==> src/rtl/lstm_pe_pkg.sv <==
// Shared types and constants for the LSTM processing-element control slice.
package lstm_pe_pkg;

  typedef enum logic [2:0] {
    IDLE  = 3'd0,
    CLEAR = 3'd1,
    FEED  = 3'd2,
    DRAIN = 3'd3,
    DONE  = 3'd4
  } state_t;

  // Q5.6 operand format: sign, 5 integer bits, 6 fraction bits.
  localparam int Q_FRAC_BITS = 6;
  localparam int Q_INT_BITS  = 5;
  localparam int Q_WIDTH     = 1 + Q_INT_BITS + Q_FRAC_BITS;

  localparam int PE_LATENCY_DEFAULT = 4;

  // Index width for a table of 'depth' entries; never narrower than one bit.
  function automatic int addr_width(input int depth);
    return (depth > 1) ? $clog2(depth) : 1;
  endfunction

endpackage

==> src/rtl/pe_operand_buf.sv <==
// Operand pair store: one write port, one registered read port that outputs
// zero whenever no read is requested. Storage itself has no reset.
module pe_operand_buf
  import lstm_pe_pkg::*;
#(
  parameter int VEC_LEN    = 8,
  parameter int WORD_WIDTH = 2 * Q_WIDTH,
  parameter int AW         = addr_width(VEC_LEN)
) (
  input  logic                  clk,
  input  logic                  rst,
  input  logic                  wr_en,
  input  logic [AW-1:0]         wr_addr,
  input  logic [WORD_WIDTH-1:0] wr_word,
  input  logic                  rd_en,
  input  logic [AW-1:0]         rd_addr,
  output logic [WORD_WIDTH-1:0] rd_word
);

  logic [WORD_WIDTH-1:0] mem [VEC_LEN];

  // Storage write; contents survive reset and are overwritten on reload.
  always_ff @(posedge clk) begin
    if (wr_en) begin
      mem[wr_addr] <= wr_word;
    end
  end

  // Registered read; idle cycles present zero so the PE accumulator holds.
  always_ff @(posedge clk) begin
    if (rst || !rd_en) begin
      rd_word <= '0;
    end else begin
      rd_word <= mem[rd_addr];
    end
  end

endmodule

==> src/rtl/pe_mac_sequencer.sv <==
// Control stage around one processing element: buffers VEC_LEN operand pairs,
// clears the PE, streams the pairs, waits for the PE pipeline to drain and
// hands the dot product out on a valid/ready port.
module pe_mac_sequencer
  import lstm_pe_pkg::*;
#(
  parameter int DATA_WIDTH   = Q_WIDTH,
  parameter int OUTPUT_WIDTH = 12,
  parameter int VEC_LEN      = 8,
  parameter int PE_LATENCY   = PE_LATENCY_DEFAULT
) (
  input  logic                    clk,
  input  logic                    rst,
  input  logic                    wr_valid,
  output logic                    wr_ready,
  input  logic [DATA_WIDTH-1:0]   wr_data,
  input  logic [DATA_WIDTH-1:0]   wr_weight,
  input  logic                    start,
  output logic                    busy,
  output logic                    pe_clear,
  output logic [DATA_WIDTH-1:0]   pe_data,
  output logic [DATA_WIDTH-1:0]   pe_weight,
  input  logic [OUTPUT_WIDTH-1:0] pe_result,
  output logic                    res_valid,
  input  logic                    res_ready,
  output logic [OUTPUT_WIDTH-1:0] res_data
);

  localparam int CW = $clog2(VEC_LEN + 1);
  localparam int AW = addr_width(VEC_LEN);
  localparam int DW = addr_width(PE_LATENCY);

  localparam logic [CW-1:0] VEC_FULL   = CW'(VEC_LEN);
  localparam logic [CW-1:0] VEC_LAST   = CW'(VEC_LEN - 1);
  localparam logic [DW-1:0] DRAIN_LOAD = DW'(PE_LATENCY - 1);

  state_t                  state, state_n;
  logic [CW-1:0]           wr_cnt, wr_cnt_n;
  logic [CW-1:0]           rd_idx, rd_idx_n;
  logic [DW-1:0]           drain_cnt, drain_cnt_n;
  logic                    res_valid_n;
  logic                    capture;
  logic                    wr_en;
  logic                    rd_en;
  logic [2*DATA_WIDTH-1:0] rd_word;

  // Writes are taken only while idle and the buffer is not yet full.
  assign wr_ready = (state == IDLE) && (wr_cnt < VEC_FULL);
  assign wr_en    = wr_valid && wr_ready;

  // The read address follows the next rd_idx so the registered read lands in
  // the same cycle rd_idx points at that entry.
  assign rd_en = (state_n == FEED);

  pe_operand_buf #(
    .VEC_LEN    (VEC_LEN),
    .WORD_WIDTH (2 * DATA_WIDTH),
    .AW         (AW)
  ) u_buf (
    .clk     (clk),
    .rst     (rst),
    .wr_en   (wr_en),
    .wr_addr (wr_cnt[AW-1:0]),
    .wr_word ({wr_data, wr_weight}),
    .rd_en   (rd_en),
    .rd_addr (rd_idx_n[AW-1:0]),
    .rd_word (rd_word)
  );

  assign pe_data   = rd_word[2*DATA_WIDTH-1:DATA_WIDTH];
  assign pe_weight = rd_word[DATA_WIDTH-1:0];

  // Next-state and counter decode for the load/clear/feed/drain/handoff cycle.
  always_comb begin
    state_n     = state;
    wr_cnt_n    = wr_cnt;
    rd_idx_n    = rd_idx;
    drain_cnt_n = drain_cnt;
    res_valid_n = res_valid;
    capture     = 1'b0;
    unique case (state)
      IDLE: begin
        if (wr_en) begin
          wr_cnt_n = wr_cnt + CW'(1);
        end
        // A start in the same cycle as the final write sees the old count.
        if (start && (wr_cnt == VEC_FULL)) begin
          state_n = CLEAR;
        end
      end
      CLEAR: begin
        state_n  = FEED;
        rd_idx_n = '0;
      end
      FEED: begin
        rd_idx_n = rd_idx + CW'(1);
        if (rd_idx == VEC_LAST) begin
          state_n     = DRAIN;
          drain_cnt_n = DRAIN_LOAD;
        end
      end
      DRAIN: begin
        if (drain_cnt == '0) begin
          capture     = 1'b1;
          res_valid_n = 1'b1;
          state_n     = DONE;
        end else begin
          drain_cnt_n = drain_cnt - DW'(1);
        end
      end
      DONE: begin
        if (res_ready) begin
          res_valid_n = 1'b0;
          wr_cnt_n    = '0;
          state_n     = IDLE;
        end
      end
      default: begin
        state_n = IDLE;
      end
    endcase
  end

  // State, counters and registered outputs; reset also holds the PE cleared.
  always_ff @(posedge clk) begin
    if (rst) begin
      state     <= IDLE;
      wr_cnt    <= '0;
      rd_idx    <= '0;
      drain_cnt <= '0;
      res_valid <= 1'b0;
      res_data  <= '0;
      pe_clear  <= 1'b1;
      busy      <= 1'b0;
    end else begin
      state     <= state_n;
      wr_cnt    <= wr_cnt_n;
      rd_idx    <= rd_idx_n;
      drain_cnt <= drain_cnt_n;
      res_valid <= res_valid_n;
      pe_clear  <= (state_n == CLEAR);
      busy      <= (state_n != IDLE);
      if (capture) begin
        res_data <= pe_result;
      end
    end
  end

endmodule
==> config.mk <==
export PLATFORM = sky130hd
export DESIGN_NAME = pe_mac_sequencer
export DESIGN_NICKNAME = d
export VERILOG_FILES = /design/src/rtl/lstm_pe_pkg.sv /design/src/rtl/pe_operand_buf.sv /design/src/rtl/pe_mac_sequencer.sv
export SDC_FILE = /design/constraint.sdc
export NUM_CORES = 1
export LEC_CHECK = 0
export CELL_PAD_IN_SITES_DETAIL_PLACEMENT = 2
export CELL_PAD_IN_SITES_GLOBAL_PLACEMENT = 2
export CORE_MARGIN = 2
export CORE_UTILIZATION = 44
export DETAILED_ROUTE_END_ITERATION = 7
export GPL_TIMING_DRIVEN = 0
export PLACE_DENSITY = 0.91
export SLEW_MARGIN = 20
export SYNTH_ARGS = -nofsm -noshare
export SYNTH_HDL_FRONTEND = slang
export SYNTH_SLANG_ARGS = --single-unit
==> constraint.sdc <==
create_clock -name clk -period 9.4 [get_ports clk]
set_input_delay 1.88 -clock clk [delete_from_list [all_inputs] [get_ports clk]]
set_output_delay 1.88 -clock clk [all_outputs]
set_load 0.05 [all_outputs]
Word-level counts from Yosys, hierarchy flattened
Memory sizes are Yosys's and may differ from the RTL's. A register that Yosys moved wholly into a read port is not among the register bits.
Index checks and enable logic that the tools add are counted.

word-level totals
  bits in writable memories = 192
  bits of input ports = 41
  latch bits = 0
  ROM bits = 0
  word-level logic and storage cells = 61
  output and inout port bits = 40
  bits in registers = 28
  memories kept = 1

operators by class
  bitwise logic cells = 0
  reductions and logical operators = 15
  $mul = 0
  add/sub/neg operators = 3
  div/mod/pow operators = 0
  multiplexer cells = 19
  order comparisons = 1
  equality and inequality tests = 13
  shift-type cells = 0

memory list
  memory     depth  width  read ports  clocked after memory_dff  write ports  RTL line              source
  u_buf.mem  8      24     1           1                         1            pe_operand_buf.sv:20  logic [WORD_WIDTH-1:0] mem [VEC_LEN];

operators with widths
  operator               count
  $pmux W4 S2            2
  $pmux W3 S5            1
  $mux W3                4
  $eq A3 B2 Y1 const B   3
  $reduce_and A3 Y1      3
  $add A4 B1 Y4 const B  2
  $mux W4                2
  $ne A2 B2 Y1 const B   4
  $reduce_bool A2 Y1     4
  $eq A3 B1 Y1 const B   2
  $mux W1                6
  $eq A4 B3 Y1 const B   1
  $eq A4 B4 Y1 const B   1
  $lt A4 B4 Y1 const B   1
  $mux W2                2
  $pmux W2 S2            1
  $eq A3 B3 Y1 const B   1
  $logic_and A1 B1 Y1    3
  $logic_not A3 Y1       1
  $reduce_bool A3 Y1     1
  $logic_not A2 Y1       1
  $ne A2 B1 Y1 const B   1
  $pmux W1 S2            1
  $sub A2 B1 Y2 const B  1
  other kinds (2)        2

Longest topological paths before layout
Gate-level depths: netlist of run 1.

  word-level depth = 7
  gate-level depth with buffers = 10
  gate-level depth less buffers = 7

Cells and area by module
Synthesis of run 1 repeated with hierarchy kept, for this count alone.

second synthesis, totals
  cells, all modules = 596
  area, all modules = 9267.6 um2

by module, submodules not included
  module            instances  sequential area each (um2)  cells each  area each (um2)
  pe_operand_buf    1          6246.0                      451         8016.4
  pe_mac_sequencer  1          560.5                       145         1251.2

Worst setup path before layout of run 1
Ideal clock, no wire load.

  path kind = reg-to-reg
  start = reg state[2]
  end = mem u_buf.mem[0][0] (netlist name), enable pin
  library setup time = 0.435 ns
  slack = 4.585 ns
  cell stages (with the launch flop) = 7
  arrival = 4.379 ns
  buffers on the path = 2
  cells stage by stage = dfxtp_1 -> buf_6 -> clkbuf_1 -> nor4_1 -> and2_1 -> nand2_1 -> nor3_1

on the way
  longest elaborated chain between the ends = 5

RTL lines
  element                        RTL line                 source
  start, declared                pe_mac_sequencer.sv:37   state_t state, state_n;
  start signal, assigned         pe_mac_sequencer.sv:136  state <= state_n;
  $logic_not A3 Y1               pe_mac_sequencer.sv:48   assign wr_ready = (state == IDLE) && (wr_cnt < VEC_FULL);
  $logic_and A1 B1 Y1            pe_mac_sequencer.sv:48
  net wr_ready                   pe_mac_sequencer.sv:15   output logic wr_ready,
  $logic_and A1 B1 Y1            pe_mac_sequencer.sv:49   assign wr_en = wr_valid && wr_ready;
  $mux W1                        pe_operand_buf.sv:24     if (wr_en) begin
  $mux W1 (implied by the code)  pe_operand_buf.sv:25     mem[wr_addr] <= wr_word;
  end, declared                  pe_operand_buf.sv:20

The timed path passes the listed nets, and every way through them passes these cells.

Worst setup path after layout of run 1
  start = reg state[2]
  end = out wr_ready

on the way
  longest elaborated chain between the ends = 2

RTL lines
  element              RTL line
  $logic_not A3 Y1     pe_mac_sequencer.sv:48
  $logic_and A1 B1 Y1  pe_mac_sequencer.sv:48
  end, declared        pe_mac_sequencer.sv:15

No other way between the ends.

==> results of run 1 <==
kinds of logic after synthesis:
logic type               count (synthesis)  share of synthesized area [%]
multiplexers                            24                           2.98
flip-flops                             244                           73.4
XOR/XNOR                                 2                          0.189
adder cells (fa/ha/maj)                  4                          0.539
AND/OR/NAND/NOR                         79                           4.30
buffers and inverters                   49                           2.83
AO/OA/AOI/OAI                          226                           15.8
cells in the mapped netlist, types with 2 or more instances:
library cell    n  share of area, %
a211oi_1        3              0.24
a21boi_0       19               1.5
a21boi_1        4              0.32
a21o_1         47               3.8
a21oi_1        87               4.7
a21oi_2         3              0.28
and2_1          2              0.13
buf_1           2             0.081
buf_2           9              0.49
buf_6           9               1.1
clkbuf_1       24              0.97
dfxtp_1        52                11
edfxtp_1      192                62
ha_1            4              0.54
inv_1           5              0.20
mux2_1         21               2.5
mux2_4          2              0.32
nand2_1        37               1.5
nand2b_1        2              0.13
nand4b_1        2              0.19
nor2_1         14              0.57
nor3_1          4              0.22
nor4_1          3              0.20
o21a_1          3              0.24
o21ai_0         3              0.16
o21ai_1        23               1.2
o32ai_1        23               2.2
xnor2_1         2              0.19
final cells by class:
| class | instances | area, sq um | area share [%] |
|---|---|---|---|
| Inverter | 5 | 18.8 | 0.162 |
| Buffer | 44 | 244 | 2.10 |
| Clock inverter | 12 | 161 | 1.39 |
| Timing Repair Buffer | 91 | 1000 | 8.66 |
| Tap cell | 275 | 344 | 2.97 |
| Multi-Input combinational cell | 335 | 2260 | 19.5 |
| Sequential cell | 244 | 6810 | 58.7 |
| Clock buffer | 36 | 759 | 6.55 |
power breakdown:
part,internal [mW],switching [mW]
Sequential,1.18,0.00702
Clock,0.673,0.439
Combinational,0.0263,0.0421
Total,1.88,0.488
metrics by stage:
step | worst slack (ns) | cell area (sq um) | total power [mW] | std cells
finish | 4.80 | 11600 | 2.37 | 1042
global route | 4.66 | 11600 | 2.43 | 1042
CTS | 4.81 | 11600 | 2.38 | 1042
detailed placement | 5.22 | 10700 | 1.28 | 994
global placement | 3.18 | 10400 | 1.26 | 982
floorplan | 4.59 | 9280 | 1.23 | 628
routing by layer:
layer	vias up	track usage (%)	share of wire, %
met5	-	0	0
met4	0	10.1	2.9
met3	70	4.46	4.8
met2	258	53.0	53
met1	3249	37.1	40
li1	2656	-	-
worst paths after layout:
check                    end  slack, ns  cells past startpoint
max                 wr_ready       4.80                      4
min reg2reg      res_data[6]       0.47                      2
min              res_data[6]       0.47                      2
max reg2reg  u_buf.mem[1][9]       6.30                      7
worst max-delay path: stages, from the launching register on:
cell and delay [ns]:
dfxtp_1 0.31, buf_6 0.14, clkbuf_1 0.25, nor4_1 0.55
clkdlybuf4s50_1 0.93
registers in the layout, indices dropped and copies added (netlist names):
name	flops
state	3
res_data	12
u_buf.mem	192
pe_clear	1
drain_cnt	2
busy	1
res_valid	1
wr_cnt	4
rd_idx	4
u_buf.rd_word	24
==> flow_summary.json, run 1 <==
{
  "root_buffer": "clkbuf_16",
  "yosysSeqAreaShare_pct": 73.4,
  "min_period_over_period_pct": 48.9,
  "fin_setup_tns_ns": 0,
  "nFillCells": 1855,
  "vias": 6233,
  "cts_buffers": 26,
  "layout_common_cells": "192 x edfxtp_1, 87 x a21oi_1, 79 x clkdlybuf4s50_1, 52 x dfxtp_1, 47 x a21o_1",
  "overflow": 0,
  "slew_headroom_pct": 46.1,
  "drv_slew": 0,
  "drt_pass1_iterations": 5,
  "power_leakage_nw": 3.84,
  "hold_ws_ns": 0.465,
  "synth-async-reset-ratio_pct": 0,
  "grt_max_degree": 16,
  "cts_hold_buf": 0,
  "cp-end-kind": "output pin",
  "die_w_microns": 149,
  "dp_hpwl_mm": 20.0,
  "post-route-drc-count": 0,
  "nets": 792,
  "final_core_util_pct": 55.5,
  "diodes": 0,
  "fin_skew_ns": 0.00980,
  "drt_iter0_drc": 537,
  "cap_violations": 0,
  "hp-start": "res_data[6]",
  "routed_wl_mm": 32.3,
  "grt_pass1_wl_mm": 47.6,
  "cp_data_required_time_ns": 7.52,
  "die_h_microns": 149,
  "synth_fp_nets": 673,
  "path_clk_slew_ns": 0.06,
  "vdd_drop_max_mv": 0.115,
  "reg2reg_from": "state[2]",
  "timing.fmax_mhz": 218,
  "clock_latency_ns": 0.53,
  "cts_setup_buffers": 0,
  "synth_cells": 628,
  "cp.arrival_ns": 2.72,
  "clockBufferDepth": 3,
  "viasPerCell": 5.98,
  "synth_area_sq_um": 9280,
  "status": "finished, final reports clean",
  "pwr_density_cell_nw_per_um2": 204,
  "grt_usage_pct": 29.7,
  "min_path_type": "reg -> reg",
  "final_common_cell": "edfxtp_1",
  "grt_pass1_vias": 7040,
  "antenna_found_initial": 0,
  "critPathKind": "reg -> out",
  "setup_viol": 0,
  "clock_sinks": 244,
  "synth_warnings": 0,
  "rsz0062_at_grt": "no",
  "drt-wirelength-per-cell_microns": 31.0,
  "fin_crit_ns": 4.60,
  "hold_viol_final": 0,
  "ioPinCount": 81,
  "coreArea_sq_um": 20900,
  "postRouteAntennaNets": 0,
  "worstPathMaxFanout": 10,
  "start_util_pct": 44.4,
  "areaGrowthSynthToFinish_pct": 25.1,
  "drive_gt1_share_pct": 11.7,
  "num_rows": 53,
  "synth_edf_count": 192,
  "h-tree-depth": 1,
  "synth.avg_cell_area_sq_um": 14.8,
  "synth-seq-cells": 244,
  "dieArea_sq_um": 22300,
  "worst_pin_slew_ns": 0.809,
  "critPathLaunchType": "flip-flop",
  "port_buffers": 79,
  "synth.distinct_cells": 55,
  "crit_start": "state[2]",
  "cts_tree": "done",
  "place_congestion": 0.777,
  "cts_resized": 0,
  "synthFlopType": "edfxtp_1"
}
(Power assumes the default switching activity.)
==> run 2, diff against run 1 <==
- CORE_UTILIZATION: 44 -> 41
- PLACE_DENSITY: 0.91 -> 0.86
- clock period: 9.4 -> 4.55 ns (I/O delays scaled with it)
==> run 2 against run 1 <==
  * First-iteration DRC count fell by 23%
  * Critical path type unchanged
  * Utilization decreased by 3.8 points
  * Largest power group unchanged
  * Sequential power up 110%
  * Critical endpoint unchanged
==> flow_summary.json, run 2 (synthesis gave the netlist of run 1 again) <==
{
  "dp.cells": 1002,
  "h-tree-depth": 1,
  "reg.largest.list": "u_buf.mem (192), u_buf.rd_word (24), res_data (12)",
  "path_clk_slew_ns": 0.06,
  "drt-met1-wl_mm": 12.2,
  "power_leakage_nw": 3.81,
  "drive_gt1_share_pct": 11.6,
  "cp.arrival_ns": 2.60,
  "fin_crit_ns": 3.51,
  "largest_reg_flops": 192,
  "layout_common_cells": "192 x edfxtp_1, 87 x a21oi_1, 79 x clkdlybuf4s50_1, 52 x dfxtp_1, 47 x a21o_1",
  "drt_pass1_iterations": 5,
  "ioPinCount": 81,
  "postRouteAntennaNets": 0,
  "grt_max_degree": 20,
  "p_int_mw": 3.82,
  "final_common_cell": "edfxtp_1",
  "overflow": 0,
  "worst_pin_slew_ns": 0.793,
  "setup_viol": 0,
  "vias": 6088,
  "clock_sinks": 244,
  "vdd_drop_max_mv": 0.344,
  "viasPerCell": 5.79,
  "met2WireLength_mm": 15.5,
  "drv_slew": 0,
  "clock_latency_ns": 0.54,
  "fin_setup_tns_ns": 0,
  "cts_hold_buf": 0,
  "cts_buffers": 27,
  "cap_violations": 0,
  "num_rows": 55,
  "post-route-drc-count": 0,
  "cts_resized": 0,
  "min_period_over_period_pct": 77.1,
  "p_switching_mw": 1.01,
  "start_util_pct": 41.4,
  "fin_cells": 1051,
  "routed_wl_mm": 30.1,
  "areaGrowthSynthToFinish_pct": 25.1,
  "slew_headroom_pct": 47.1,
  "reg2reg_from": "rd_idx[1]",
  "timing.fmax_mhz": 285,
  "hp-start": "res_data[9]",
  "status": "finished, final reports clean",
  "cts_setup_buffers": 0,
  "pwr_density_cell_nw_per_um2": 416,
  "worstPathMaxFanout": 10,
  "hold_viol_final": 0,
  "drt_iter0_drc": 413,
  "grt_pass1_vias": 6984,
  "place_congestion": 0.770,
  "cp-end-kind": "output pin",
  "grt_pass1_wl_mm": 45.4,
  "top_layer": "met4",
  "cp_data_required_time_ns": 3.64,
  "fin_skew_ns": 0.0161,
  "antenna_found_initial": 0,
  "largest-register": "u_buf.mem",
  "rsz0062_at_grt": "no",
  "nets": 791,
  "coreArea_sq_um": 22400,
  "critPathLaunchType": "flip-flop",
  "drt-wirelength-per-cell_microns": 28.7,
  "pwr-share-clk_pct": 46.3,
  "root_buffer": "clkbuf_16",
  "switching_share_pct": 20.9,
  "port_buffers": 79,
  "wl_met3_mm": 1.31,
  "critPathKind": "reg -> out",
  "die_w_microns": 154,
  "cts_tree": "done",
  "crit_start": "state[2]",
  "diodes": 0,
  "nFillCells": 2054,
  "dieArea_sq_um": 23900,
  "clockBufferDepth": 3,
  "min_path_type": "reg -> reg",
  "rrSetupSlack_ns": 1.51,
  "grt_usage_pct": 25.7,
  "die_h_microns": 154,
  "comb_power_share_pct": 2.9,
  "dp_hpwl_mm": 19.4,
  "power_frac_seq_pct": 50.8
}
-- run 2: cell types whose count changed in the layout (fill, tap and decap cells not counted), sizes merged --
cell      change
clkinvlp      +3
buf           -2
clkinv        -2
bufinv        -1
inv           +1
-- run 2: area by class of cell --
type / count / area (sq um) / share of cell area, %
Timing Repair Buffer: 89 / 1010 / 8.69
Tap cell: 285 / 357 / 3.07
Buffer: 44 / 244 / 2.10
Clock inverter: 13 / 150 / 1.29
Sequential cell: 244 / 6810 / 58.6
Clock buffer: 36 / 749 / 6.45
Multi-Input combinational cell: 335 / 2280 / 19.6
Inverter: 5 / 18.8 / 0.162
-- run 2: final timing paths --
check | end | depth (start not counted)
hold / removal | res_data[9] | 2
hold reg to reg | res_data[9] | 2
setup reg to reg | u_buf.rd_word[6] | 7
setup / recovery | wr_ready | 4
-- run 2: power by group through the flow --
stage / combinational, mW / clock [mW] / sequential, mW
3_5_place_dp: 0.138 / 0 / 2.50
6_report: 0.140 / 2.23 / 2.46
2_1_floorplan: 0.0384 / 0 / 2.50
5_1_grt: 0.150 / 2.34 / 2.46
4_1_cts: 0.142 / 2.26 / 2.46
3_3_place_gp: 0.108 / 0 / 2.50
-- run 2: per-stage QoR --
stage / total power, mW / hold slack [ns] / utilization, % / area, sq um / setup slack [ns]
3_5_place_dp: 2.64 / 0.463 / 47.7 / 10700 / 1.30
3_3_place_gp: 2.61 / 0.441 / 46.5 / 10400 / 0.332
5_1_grt: 4.95 / 0.496 / 51.8 / 11600 / 0.887
4_1_cts: 4.86 / 0.475 / 51.8 / 11600 / 0.978
6_report: 4.83 / 0.472 / 51.8 / 11600 / 1.04
2_1_floorplan: 2.54 / 0.437 / - / 9290 / 0.377
-- run 2: layer usage --
layer  track usage (%)  vias up
met5                 0        -
met4              9.52        0
met3              4.37       73
met2              45.5      190
met1              31.6     3174
li1                  -     2651
-- run 2: critical path, cell delays in order, from the launching register on --
cell	delay, ns
dfxtp_1	0.32
buf_6	0.14
clkbuf_1	0.23
nor4_1	0.47
clkdlybuf4s50_1	0.91
